[config.mk]
export PLATFORM = sky130hd
export DESIGN_NAME = ika2151_timer
export DESIGN_NICKNAME = d
export VERILOG_FILES = /design/src/rtl/ika2151_timer.sv
export SDC_FILE = /design/constraint.sdc
export NUM_CORES = 1
export LEC_CHECK = 0
export ABC_AREA = 1
export BUFFER_PORTS_ARGS = -buffer_cell sky130_fd_sc_hd__buf_2
export CAP_MARGIN = 30
export CORE_ASPECT_RATIO = 0.8
export CORE_MARGIN = 2
export CORE_UTILIZATION = 52
export CTS_CLUSTER_SIZE = 16
export DETAILED_ROUTE_END_ITERATION = 16
export MAX_ROUTING_LAYER = met4
export PLACE_DENSITY_LB_ADDON = 0.25
export SETUP_SLACK_MARGIN = 0.02
export SLEW_MARGIN = 10
export SYNTH_ARGS = -nofsm -noshare
export SYNTH_HDL_FRONTEND = slang
export SYNTH_SLANG_ARGS = --single-unit
export TNS_END_PERCENT = 30
[constraint.sdc]
create_clock -name i_EMUCLK -period 1.76 [get_ports i_EMUCLK]
set_input_delay 0.352 -clock i_EMUCLK [delete_from_list [all_inputs] [get_ports i_EMUCLK]]
set_output_delay 0.352 -clock i_EMUCLK [all_outputs]
set_load 0.1 [all_outputs]
[src/rtl/ika2151_timer.sv]
// OPM Timer A (10-bit) and Timer B (8-bit, /16 prescaled) with status flags, IRQ_n and the TA overflow pulse.
// All state advances only on phi1 enabled edges; a tick is an enabled edge with CYCLE_31 high.
module ika2151_timer (
  input  logic       i_EMUCLK,
  input  logic       i_MRST_n,
  input  logic       i_phi1_NCEN_n,
  input  logic       i_CYCLE_31,
  input  logic [9:0] i_TA_VALUE,
  input  logic [7:0] i_TB_VALUE,
  input  logic       i_TA_RUN,
  input  logic       i_TB_RUN,
  input  logic       i_TA_IRQEN,
  input  logic       i_TB_IRQEN,
  input  logic       i_TA_FRST,
  input  logic       i_TB_FRST,
  output logic       o_TA_FLAG,
  output logic       o_TB_FLAG,
  output logic       o_TA_OVFL,
  output logic       o_IRQ_n
);

  logic       ce, tick;
  logic [9:0] ta_cnt, ta_base, ta_next;
  logic [7:0] tb_cnt, tb_base, tb_next;
  logic [3:0] tb_pre, tb_pre_base, tb_pre_next;
  logic       ta_run_q, tb_run_q;
  logic       ta_ovf, tb_ovf;
  logic       ta_flag_next, tb_flag_next;

  assign ce   = ~i_phi1_NCEN_n;
  assign tick = ce & i_CYCLE_31;

  // On the first enabled edge after RUN rises, count from the preset rather
  // than whatever the counter held (e.g. zero straight out of reset).
  always_comb begin
    ta_base = ta_run_q ? ta_cnt : i_TA_VALUE;
    ta_next = ta_base;
    ta_ovf  = 1'b0;
    if (!i_TA_RUN) begin
      ta_next = i_TA_VALUE;
    end else if (tick) begin
      if (ta_base == 10'h3FF) begin
        ta_next = i_TA_VALUE;
        ta_ovf  = 1'b1;
      end else begin
        ta_next = ta_base + 10'd1;
      end
    end
  end

  always_comb begin
    tb_base     = tb_run_q ? tb_cnt : i_TB_VALUE;
    tb_pre_base = tb_run_q ? tb_pre : 4'h0;
    tb_next     = tb_base;
    tb_pre_next = tb_pre_base;
    tb_ovf      = 1'b0;
    if (!i_TB_RUN) begin
      tb_next     = i_TB_VALUE;
      tb_pre_next = 4'h0;
    end else if (tick) begin
      tb_pre_next = tb_pre_base + 4'd1;
      if (tb_pre_base == 4'hF) begin
        if (tb_base == 8'hFF) begin
          tb_next = i_TB_VALUE;
          tb_ovf  = 1'b1;
        end else begin
          tb_next = tb_base + 8'd1;
        end
      end
    end
  end

  // Setting beats a simultaneous flag reset so no overflow event is lost.
  always_comb begin
    ta_flag_next = o_TA_FLAG;
    tb_flag_next = o_TB_FLAG;
    if (ta_ovf && i_TA_IRQEN) ta_flag_next = 1'b1;
    else if (i_TA_FRST)       ta_flag_next = 1'b0;
    if (tb_ovf && i_TB_IRQEN) tb_flag_next = 1'b1;
    else if (i_TB_FRST)       tb_flag_next = 1'b0;
  end

  always_ff @(posedge i_EMUCLK or negedge i_MRST_n) begin
    if (!i_MRST_n) begin
      ta_cnt    <= 10'h000;
      tb_cnt    <= 8'h00;
      tb_pre    <= 4'h0;
      ta_run_q  <= 1'b0;
      tb_run_q  <= 1'b0;
      o_TA_FLAG <= 1'b0;
      o_TB_FLAG <= 1'b0;
      o_TA_OVFL <= 1'b0;
      o_IRQ_n   <= 1'b1;
    end else if (ce) begin
      ta_cnt    <= ta_next;
      tb_cnt    <= tb_next;
      tb_pre    <= tb_pre_next;
      ta_run_q  <= i_TA_RUN;
      tb_run_q  <= i_TB_RUN;
      o_TA_FLAG <= ta_flag_next;
      o_TB_FLAG <= tb_flag_next;
      o_TA_OVFL <= ta_ovf;
      o_IRQ_n   <= ~(o_TA_FLAG | o_TB_FLAG);
    end
  end

endmodule

==> run_results.csv, run 1 <==
group,metric,value,unit
timing,min_period,1.80,ns
finish,antenna_cells,0,
yosys,yosys-top-cells-area,"dfrtp_1 30%, nand2_1 21%, nand3_1 8.7%, a21oi_1 6.2%, inv_1 5.8%",
detailed_routing,drc_errors,0,
yosys,synth_most_common_cell,"nand2_1",
power_and_ir_drop,p_clk_share,23.8,%
status,violations,"setup timing",
yosys,postSynthAreaPerCell,6.31,sq um
global_routing,grt_overflow,0,
setup_path,required,1.98,ns
power_and_ir_drop,power.density,665,mW/mm^2
power_and_ir_drop,comb_power_share,40.8,%
timing,max_slew_margin,56.2,%
detailed_routing,first_iter_violations,292,
yosys,ys_ff_latch,28,
global_routing,grt_pass1_wl,11200,um
yosys,synth_ff_type,"dfrtp_1",
yosys,postSynthCellCount,357,
finish,fill_cells,301,
yosys,synth.net_count,388,
timing,rsz0062_at_grt,"true",
timing,tightest_slew,0.657,ns
power_and_ir_drop,p_int,1380,uW
floorplanning,dieArea,0.00487,sq mm
cts,clkLatencyLatePin,0.27,ns
cts,clkTransAtPathRegs,0.10,ns
power_and_ir_drop,power_leakage,0.00161,uW
yosys,ys_top_cells_by_count,"126 x nand2_1, 39 x nand3_1, 35 x inv_1",
yosys,synth_edf_count,0,
place,port_buffers,31,
cts,cts_buffers,3,
cts,ctsLongestPathBuffers,2,
floorplanning,chipHeight,62.8,um
finish,drive_gt1_share,36.2,%
timing,finalSetupViolCount,5,
yosys,seq_area_frac_synth,31.2,%
yosys,synthArstFlopShare,100,%
floorplanning,start_util,53.9,%
detailed_routing,vias,2785,
global_routing,antenna_found_initial,0,
global_routing,track_usage,29.2,%
detailed_routing,dr.pass1.iters,5,
floorplanning,core_area,0.00418,sq mm
detailed_routing,ant_nets,0,
power_and_ir_drop,sequentialPowerShare,35.4,%
setup_path,cp-end-kind,"flip-flop",
detailed_routing,viasPerCell,5.67,
timing,period_share,102,%
timing,skew,0.00314,ns
timing,hold_viol_final,0,
yosys,yosys.area.top_type,"dfrtp_1",
worst_hold_path,min_path_type,"in -> async",
cts,clock-root-buffer,"clkbuf_8",
cts,hold_buffers,0,
yosys,synth_cell_types,29,
global_routing,grt_pass1_vias,2418,
status,outcome,"finished, violations left",
timing,max_freq,555,MHz
global_routing,grt_max_degree,29,
finish,stdcell_count,491,
yosys,ys_warn_count,0,
floorplanning,rows,21,
place,routabilityCongestion,0.992,
detailed_routing,wl_per_cell,15.3,um
power_and_ir_drop,ir_worst_vdd,425,uV
power_and_ir_drop,switching_share,35.7,%
floorplanning,die_w,77.6,um
floorplanning,ios,32,
setup_path,cp.arrival,2.02,ns
cts,tritoncts,"yes",
cts,cts.htree.levels,1,
finish,fin_util,77.1,%
detailed_routing,wirelength,7510,um
cts,cts_sinks,28,
timing,setup_ws,-0.0411,ns
place,place_hpwl,5000,um
timing,drv_slew,0,
power_and_ir_drop,p_total,2140,uW
flow_run,maxCapViolations,0,
timing,setup-tns-final,-0.112,ns
power_and_ir_drop,p_switching,766,uW
finish,nets,466,
yosys,yosys.area.top_type_share,30.0,%
setup_path,criticalPathCategory,"reg -> reg",
setup_path,cp-start-kind,"flip-flop",
finish,areaGrowthSynthToFinish,43.1,%
yosys,syn_area,0.00225,sq mm
place,placed_cells,475,
setup_path,crit_path_max_fanout,8,
==> repair_timing <==
| action | 4_1_cts | 5_1_grt |
|---|---|---|
| endpoints found under the hold margin | 0 | 0 |
| buffers inserted | 1 | 12 |
| gates cloned | 0 | 0 |
| pin swaps | 0 | 30 |
| gates resized for setup | 6 | 87 |
| endpoints found under the setup margin | 16 | 21 |
==> power by group through the flow <==
stage               clock network (uW)  registers (uW)  logic (uW)
floorplan                            0             759         389
global placement                     0             757         643
detailed placement                   0             761         651
CTS                                530             748         662
global route                       545             764         945
finish                             510             758         876
==> per-layer routing <==
layer | up-vias | share of wire, % | global-route usage (%)
li1 | 1318 | - | -
met1 | 1317 | 44 | 42.0
met2 | 142 | 47 | 43.9
met3 | 8 | 8.6 | 4.48
met4 | 0 | 0.76 | 5.58
met5 | - | 0 | -
==> layout make-up <==
type	count	area [sq um]	area share, %
sequential	28	704	21.9
multi-input combinational	284	1650	51.1
inverter	36	140	4.35
tap	57	71.3	2.21
timing repair buffer	82	587	18.2
clock buffer	3	41.3	1.28
clock inverter	1	30.0	0.932
==> cell families (layout without fill, tap and decap cells) <==
group / Yosys count / in the layout / synth area share [%]
buffers and inverters: 45 / 122 / 8.28
AND/OR/NAND/NOR: 214 / 214 / 41.6
XOR/XNOR: 5 / 5 / 1.95
adder cells (fa/ha/maj): 3 / 3 / 1.67
flip-flops: 28 / 28 / 31.2
AO/OA/AOI/OAI: 62 / 62 / 15.3
==> critical path: stages (launching register included) <==
cell,delay (ns)
dfrtp_2,0.50
buf_6,0.16
buf_4,0.13
nand2_4,0.06
nand2_4,0.08
nand2_4,0.07
nor2_4,0.11
nand2_2,0.08
nor2_4,0.24
nand2_1,0.11
nand3_1,0.07
nand3_1,0.07
nand2_1,0.06
==> path summary, 6_finish.rpt <==
path | startpoint | endpoint | slack, ns | depth (start not counted)
setup / recovery | ta_run_q$_DFFE_PN0N_ | ta_cnt[2]$_DFFE_PN0N_ | -0.04 | 12
hold / removal | i_MRST_n | tb_cnt[7]$_DFFE_PN0N_ | 0.09 | 1
setup reg to reg | ta_run_q$_DFFE_PN0N_ | ta_cnt[2]$_DFFE_PN0N_ | -0.04 | 12
hold reg to reg | o_TB_FLAG$_DFFE_PN0P_ | o_IRQ_n$_DFFE_PN1N_ | 0.45 | 1
max in group asynchronous | i_MRST_n | ta_run_q$_DFFE_PN0N_ | 1.20 | 1
min in group i_EMUCLK | i_TA_IRQEN | o_TA_FLAG$_DFFE_PN0P_ | 0.30 | 3
==> per-stage QoR <==
stage,hold slack (ns),worst slack [ns],instance area (sq um)
after floorplan,0.0564,0.0375,2260
after global placement,0.403,-0.126,2730
after detailed placement,0.417,-0.140,2730
after CTS,0.101,0.00524,2820
after global routing,0.145,-0.112,3220
final,0.0895,-0.0411,3220
==> state kept, by name, summed over array words and instances, names as in the netlist <==
register / flops
tb_cnt: 8
o_TA_FLAG: 1
tb_run_q: 1
ta_cnt: 10
o_IRQ_n: 1
o_TB_FLAG: 1
o_TA_OVFL: 1
ta_run_q: 1
tb_pre: 4
==> cells in the final DEF (no fill, tap or decap), drive strengths merged <==
cell    synthesis  final
xnor2           3      3
xor2            2      2
inv            35     36
o21bai          1      1
a22oi           8      8
dfrtp          27     27
nor2           33     33
bufinv          0      1
nand2         135    135
nand3b          1      1
a21oi          28     28
ha              3      3
dfstp           1      1
buf             5     82
o31ai           2      2
nand4           4      4
clkbuf          4      3
nand3          41     41
o21ai          22     22
o211ai          1      1
No activity file was read; power rests on OpenSTA's default activity.
==> inputs of run 2 (changes only) <==
--- a/config.mk
+++ b/config.mk
@@ -8,9 +8,11 @@
 export ABC_AREA = 1
 export BUFFER_PORTS_ARGS = -buffer_cell sky130_fd_sc_hd__buf_2
 export CAP_MARGIN = 30
+export CELL_PAD_IN_SITES_DETAIL_PLACEMENT = 2
+export CELL_PAD_IN_SITES_GLOBAL_PLACEMENT = 2
 export CORE_ASPECT_RATIO = 0.8
 export CORE_MARGIN = 2
-export CORE_UTILIZATION = 52
+export CORE_UTILIZATION = 28
 export CTS_CLUSTER_SIZE = 16
 export DETAILED_ROUTE_END_ITERATION = 16
 export MAX_ROUTING_LAYER = met4
==> run 2 against run 1 <==
  * The run still ends with setup timing left
  * Wire length is 100% higher
  * Flip-flop and latch count did not move
  * Largest cell class unchanged
  * Critical path depth down 2
  * Combinational power is 39% higher
  * Critical path type unchanged
==> run_results.csv, run 2 (synthesis gave the netlist of run 1 again) <==
group,metric,value,unit
status,outcome,"finished, violations left",
status,violations,"setup timing",
cts,cts_sinks,28,
cts,cts.htree.levels,1,
detailed_routing,wl_per_cell,27.1,um
timing,max_freq,512,MHz
timing,skew,0.0243,ns
cts,clkLatencyLatePin,0.31,ns
setup_path,cp-end-kind,"flip-flop",
place,routabilityCongestion,0.861,
timing,hold_viol_final,0,
cts,ctsLongestPathBuffers,2,
finish,largest_register_ff_count,10,
floorplanning,core_area,0.00787,sq mm
floorplanning,rows,29,
floorplanning,chipHeight,84.2,um
cts,cts_buffers,3,
finish,top_register,"ta_cnt",
setup_path,criticalPathCategory,"reg -> reg",
timing,max_slew_margin,66.6,%
detailed_routing,drc_errors,0,
setup_path,reg2regPathDepth,10,
setup_path,cp-start-kind,"flip-flop",
place,port_buffers,31,
cts,clkTransAtPathRegs,0.12,ns
detailed_routing,vias,3142,
timing,setup_ws,-0.194,ns
floorplanning,dieArea,0.00878,sq mm
floorplanning,die_w,104,um
global_routing,track_usage,28.2,%
cts,clock-root-buffer,"clkbuf_8",
timing,finalSetupViolCount,20,
power_and_ir_drop,ir_worst_vdd,436,uV
global_routing,grt_overflow,0,
place,dp_slack,-0.299,ns
finish,final_common_cell,"nand2_1",
timing,tightest_slew,0.500,ns
power_and_ir_drop,power.density,662,mW/mm^2
cts,tritoncts,"yes",
detailed_routing,dr.pass1.iters,4,
floorplanning,ios,32,
timing,period_share,111,%
setup_path,required,1.96,ns
place,place_hpwl,7410,um
finish,final_cell_mix,"74 x nand2_1, 55 x buf_4, 37 x nand2_2, 31 x buf_2, 28 x inv_1",
setup_path,crit_path_max_fanout,7,
finish,stdcell_count,567,
finish,nets,491,
finish,antenna_cells,0,
finish,areaGrowthSynthToFinish,70.1,%
global_routing,grt_pass1_wl,18700,um
timing,min_period,1.95,ns
place,place_area,0.00292,sq mm
timing,drv_slew,0,
floorplanning,start_util,28.6,%
timing,rsz0062_at_grt,"true",
timing,setup-tns-final,-1.99,ns
finish,reg_top3,"ta_cnt x10, tb_cnt x8, tb_pre x4",
detailed_routing,viasPerCell,5.54,
detailed_routing,first_iter_violations,171,
detailed_routing,wirelength,15400,um
setup_path,cp.arrival,2.16,ns
flow_run,maxCapViolations,0,
detailed_routing,ant_nets,0,
finish,drive_gt1_share,52.1,%
global_routing,grt_pass1_vias,3335,
finish,fin_area,0.00383,sq mm
worst_hold_path,min_path_type,"in -> async",
global_routing,grt_max_degree,29,
place,placed_cells,544,
global_routing,antenna_found_initial,0,
power_and_ir_drop,power_leakage,0.00183,uW
==> run 2: layout make-up <==
cell class / instances / area, sq um
Timing Repair Buffer: 107 / 817
Inverter: 36 / 156
Fill cell: 893 / 4050
Sequential cell: 28 / 703
Clock inverter: 1 / 30.0
Tap cell: 108 / 135
Multi-Input combinational cell: 284 / 1950
Clock buffer: 3 / 41.3
==> run 2: layer usage <==
| layer | track usage [%] | routed length (um) | vias to the layer above |
|---|---|---|---|
| met4 | 7.37 | 520 | 0 |
| met5 | - | 0 | - |
| met2 | 46.7 | 7300 | 111 |
| met3 | 3.73 | 683 | 43 |
| li1 | - | - | 1370 |
| met1 | 36.5 | 6890 | 1618 |
==> run 2: path summary, 6_finish.rpt <==
| path | from | end | slack, ns |
|---|---|---|---|
| max | ta_run_q$_DFFE_PN0N_ | ta_cnt[1]$_DFFE_PN0N_ | -0.19 |
| min | i_MRST_n | tb_pre[0]$_DFFE_PN0N_ | 0.04 |
| max reg2reg | ta_run_q$_DFFE_PN0N_ | ta_cnt[1]$_DFFE_PN0N_ | -0.19 |
| min reg2reg | o_TA_FLAG$_DFFE_PN0P_ | o_IRQ_n$_DFFE_PN1N_ | 0.47 |
| max in group asynchronous | i_MRST_n | o_IRQ_n$_DFFE_PN1N_ | 1.37 |
| min in group i_EMUCLK | i_TA_IRQEN | o_TA_FLAG$_DFFE_PN0P_ | 0.30 |
==> run 2: metrics by stage <==
step,total power [uW],util [%],hold WS [ns]
after floorplan,1150,-,0.0564
after global placement,1480,37.1,0.404
after detailed placement,1530,37.1,0.406
after CTS,2130,40.0,0.0816
after global routing,2630,48.6,0.0703
final,2540,48.6,0.0407
==> run 2: where the power goes <==
part	total (uW)	internal [uW]	switching (uW)
Combinational	1220	467	751
Clock	550	306	243
Sequential	769	707	61.9
==> run 2: what timing repair did <==
action,in CTS,in global routing
setup buffers,8,10
gates resized for setup,27,162
hold buffers,0,0
pin swaps,9,46
gates cloned,1,0
endpoints found under the setup margin,21,21
==> run 2: critical path: stages (launching register included) <==
cell     delay (ns)
dfrtp_2        0.44
buf_6          0.15
o21ai_4        0.18
ha_4           0.18
inv_1          0.08
nor2_4         0.19
nand3_4        0.18
nand2_1        0.11
o21ai_1        0.10
nor2_1         0.16
o21ai_1        0.09
==> inputs of run 3 (changes only) <==
--- a/config.mk
+++ b/config.mk
@@ -18,6 +18,8 @@
 export MAX_ROUTING_LAYER = met4
 export PLACE_DENSITY_LB_ADDON = 0.25
 export SETUP_SLACK_MARGIN = 0.02
+export SKIP_CTS_REPAIR_TIMING = 1
+export SKIP_LAST_GASP = 1
 export SLEW_MARGIN = 10
 export SYNTH_ARGS = -nofsm -noshare
 export SYNTH_HDL_FRONTEND = slang
==> constraint.sdc (replaced) <==
create_clock -name i_EMUCLK -period 1.76 [get_ports i_EMUCLK]
set_input_delay 0.176 -clock i_EMUCLK [delete_from_list [all_inputs] [get_ports i_EMUCLK]]
set_output_delay 0.176 -clock i_EMUCLK [all_outputs]
set_load 0.1 [all_outputs]
==> run 3 against run 2 <==
  * The flow still finishes with violations (setup timing)
  * Cell area shrank 8.0%
  * Sequential power is essentially flat
  * Utilization down 3.9 points
  * Hold slack better by 0.073 ns
  * Sequential share of layout area is 1.6 points higher
  * Combinational power shrank 11%
  * Power fell by 4.7%
  * Cell count is 2.6% lower
  * Largest power group unchanged
==> run_results.csv, run 3 (synthesis gave the netlist of run 1 again) <==
group,metric,value,unit
setup_path,cp-start-kind,"flip-flop",
place,port_buffers,31,
finish,final_common_cell,"nand2_1",
floorplanning,dieArea,0.00878,sq mm
setup_path,crit_path_max_fanout,6,
power_and_ir_drop,power_leakage,0.00169,uW
floorplanning,chipHeight,84.2,um
finish,antenna_cells,0,
setup_path,criticalPathCategory,"reg -> reg",
finish,largest_register_ff_count,10,
place,routabilityCongestion,0.895,
detailed_routing,viasPerCell,5.36,
global_routing,antenna_found_initial,0,
detailed_routing,vias,2957,
cts,cts.htree.levels,1,
setup_path,cp.arrival,2.20,ns
finish,top_register,"ta_cnt",
finish,reg_top3,"ta_cnt x10, tb_cnt x8, tb_pre x4",
cts,clkTransAtPathRegs,0.11,ns
cts,ctsLongestPathBuffers,2,
cts,clock-root-buffer,"clkbuf_8",
detailed_routing,dr.pass1.iters,4,
place,placed_cells,535,
detailed_routing,wirelength,12800,um
detailed_routing,wl_per_cell,23.3,um
status,outcome,"finished, violations left",
timing,min_period,1.98,ns
finish,nets,476,
detailed_routing,first_iter_violations,121,
timing,skew,0.0201,ns
place,place_hpwl,7430,um
cts,clkLatencyLatePin,0.30,ns
power_and_ir_drop,comb_power_share,44.8,%
detailed_routing,drc_errors,0,
power_and_ir_drop,power.density,686,mW/mm^2
timing,tightest_slew,0.726,ns
setup_path,cp_slowest_cell,"dfrtp_2",
floorplanning,die_w,104,um
timing,drv_slew,0,
power_and_ir_drop,switching_share,40.3,%
global_routing,grt_pass1_vias,3057,
cts,tritoncts,"yes",
global_routing,grt_util_met2,38.8,%
power_and_ir_drop,p_clk_share,23.5,%
finish,areaGrowthSynthToFinish,56.5,%
setup_path,required,1.98,ns
cts,cts_sinks,28,
setup_path,max_stage_delay,0.51,ns
setup_path,path_cells,"inv_4, nand2_1, nand2_2, buf_4, inv_1, buf_4, o21ai_1, nand3_1, nand3_1, nand2_1, a21oi_2",
status,violations,"setup timing",
timing,max_freq,505,MHz
cts,cts_buffers,3,
finish,stdcell_count,552,
floorplanning,rows,29,
global_routing,track_usage,23.4,%
power_and_ir_drop,p_switching,974,uW
floorplanning,core_area,0.00787,sq mm
detailed_routing,ant_nets,0,
global_routing,use_met3,3.03,%
global_routing,grt_pass1_wl,15900,um
timing,finalSetupViolCount,18,
global_routing,grt.busiest_layer,"met2",
finish,final_cell_mix,"93 x nand2_1, 45 x buf_4, 31 x buf_2, 27 x inv_1, 26 x nand3_1",
timing,setup_ws,-0.220,ns
timing,setup-tns-final,-1.07,ns
timing,hold_viol_final,0,
power_and_ir_drop,p_int,1440,uW
setup_path,cp-end-kind,"flip-flop",
floorplanning,start_util,28.6,%
global_routing,use_met1,31.4,%
timing,period_share,112,%
worst_hold_path,min_path_type,"in -> reg",
flow_run,maxCapViolations,0,
timing,max_slew_margin,51.6,%
timing,rsz0062_at_grt,"true",
power_and_ir_drop,sequentialPowerShare,31.7,%
power_and_ir_drop,ir_worst_vdd,357,uV
global_routing,grt_max_degree,33,
floorplanning,ios,32,
finish,drive_gt1_share,43.5,%
global_routing,grt_overflow,0,
-- run 3: changes by cell type in the layout (fill, tap and decap cells not counted), sizes merged --
cell | previous run | this run
buf | 107 | 91
clkinv | 1 | 0
clkinvlp | 1 | 0
dlygate4sd3 | 0 | 1
inv | 34 | 36
-- run 3: cell type report --
| cell class | count | area, sq um |
|---|---|---|
| tap | 108 | 135 |
| timing repair buffer | 92 | 684 |
| sequential | 28 | 704 |
| multi-input combinational | 284 | 1780 |
| fill | 920 | 4350 |
| clock buffer | 3 | 41.3 |
| clock inverter | 1 | 30.0 |
| inverter | 36 | 145 |
-- run 3: stage by stage --
| step | hold slack, ns | power, uW | utilization [%] | setup WS (ns) | area, sq um |
|---|---|---|---|---|---|
| 5_1_grt | 0.128 | 2520 | 44.7 | -0.254 | 3520 |
| 3_3_place_gp | 0.267 | 1460 | 36.4 | -0.274 | 2870 |
| 4_1_cts | -0.0528 | 2080 | 37.3 | -0.380 | 2940 |
| 6_report | 0.114 | 2420 | 44.7 | -0.220 | 3520 |
| 2_1_floorplan | -0.120 | 1150 | - | 0.0375 | 2260 |
| 3_5_place_dp | 0.272 | 1510 | 36.4 | -0.365 | 2870 |
-- run 3: final timing paths --
path	startpoint	to	slack, ns	cells past startpoint
worst min register to register	o_TA_FLAG$_DFFE_PN0P_	o_IRQ_n$_DFFE_PN1N_	0.45	1
min in group asynchronous	i_MRST_n	tb_pre[0]$_DFFE_PN0N_	0.45	2
worst max register to register	tb_run_q$_DFFE_PN0N_	tb_cnt[3]$_DFFE_PN0N_	-0.22	11
worst max-delay path	tb_run_q$_DFFE_PN0N_	tb_cnt[3]$_DFFE_PN0N_	-0.22	11
worst min-delay path	i_TA_IRQEN	o_TA_FLAG$_DFFE_PN0P_	0.11	3
max in group asynchronous	i_MRST_n	ta_run_q$_DFFE_PN0N_	0.79	2
-- run 3: critical path, delay by kind of cell (launching register included) --
kind | cells | cell delay, ns
AND/OR/NAND/NOR | 5 | 0.58
buffers and inverters | 4 | 0.48
flip-flops | 1 | 0.51
AO/OA/AOI/OAI | 2 | 0.33
-- run 3: power by group through the flow --
stage	sequential [uW]	combinational (uW)	clock, uW
2_1_floorplan	759	389	0
3_3_place_gp	763	701	0
3_5_place_dp	770	742	0
4_1_cts	757	753	567
5_1_grt	774	1150	596
6_report	766	1080	567
-- run 3: metal layers --
metal | vias to the layer above | share of wire, %
met1 | 1529 | 46
met3 | 18 | 4.0
met5 | - | 0
met4 | 0 | 1.8
met2 | 77 | 48
li1 | 1333 | -
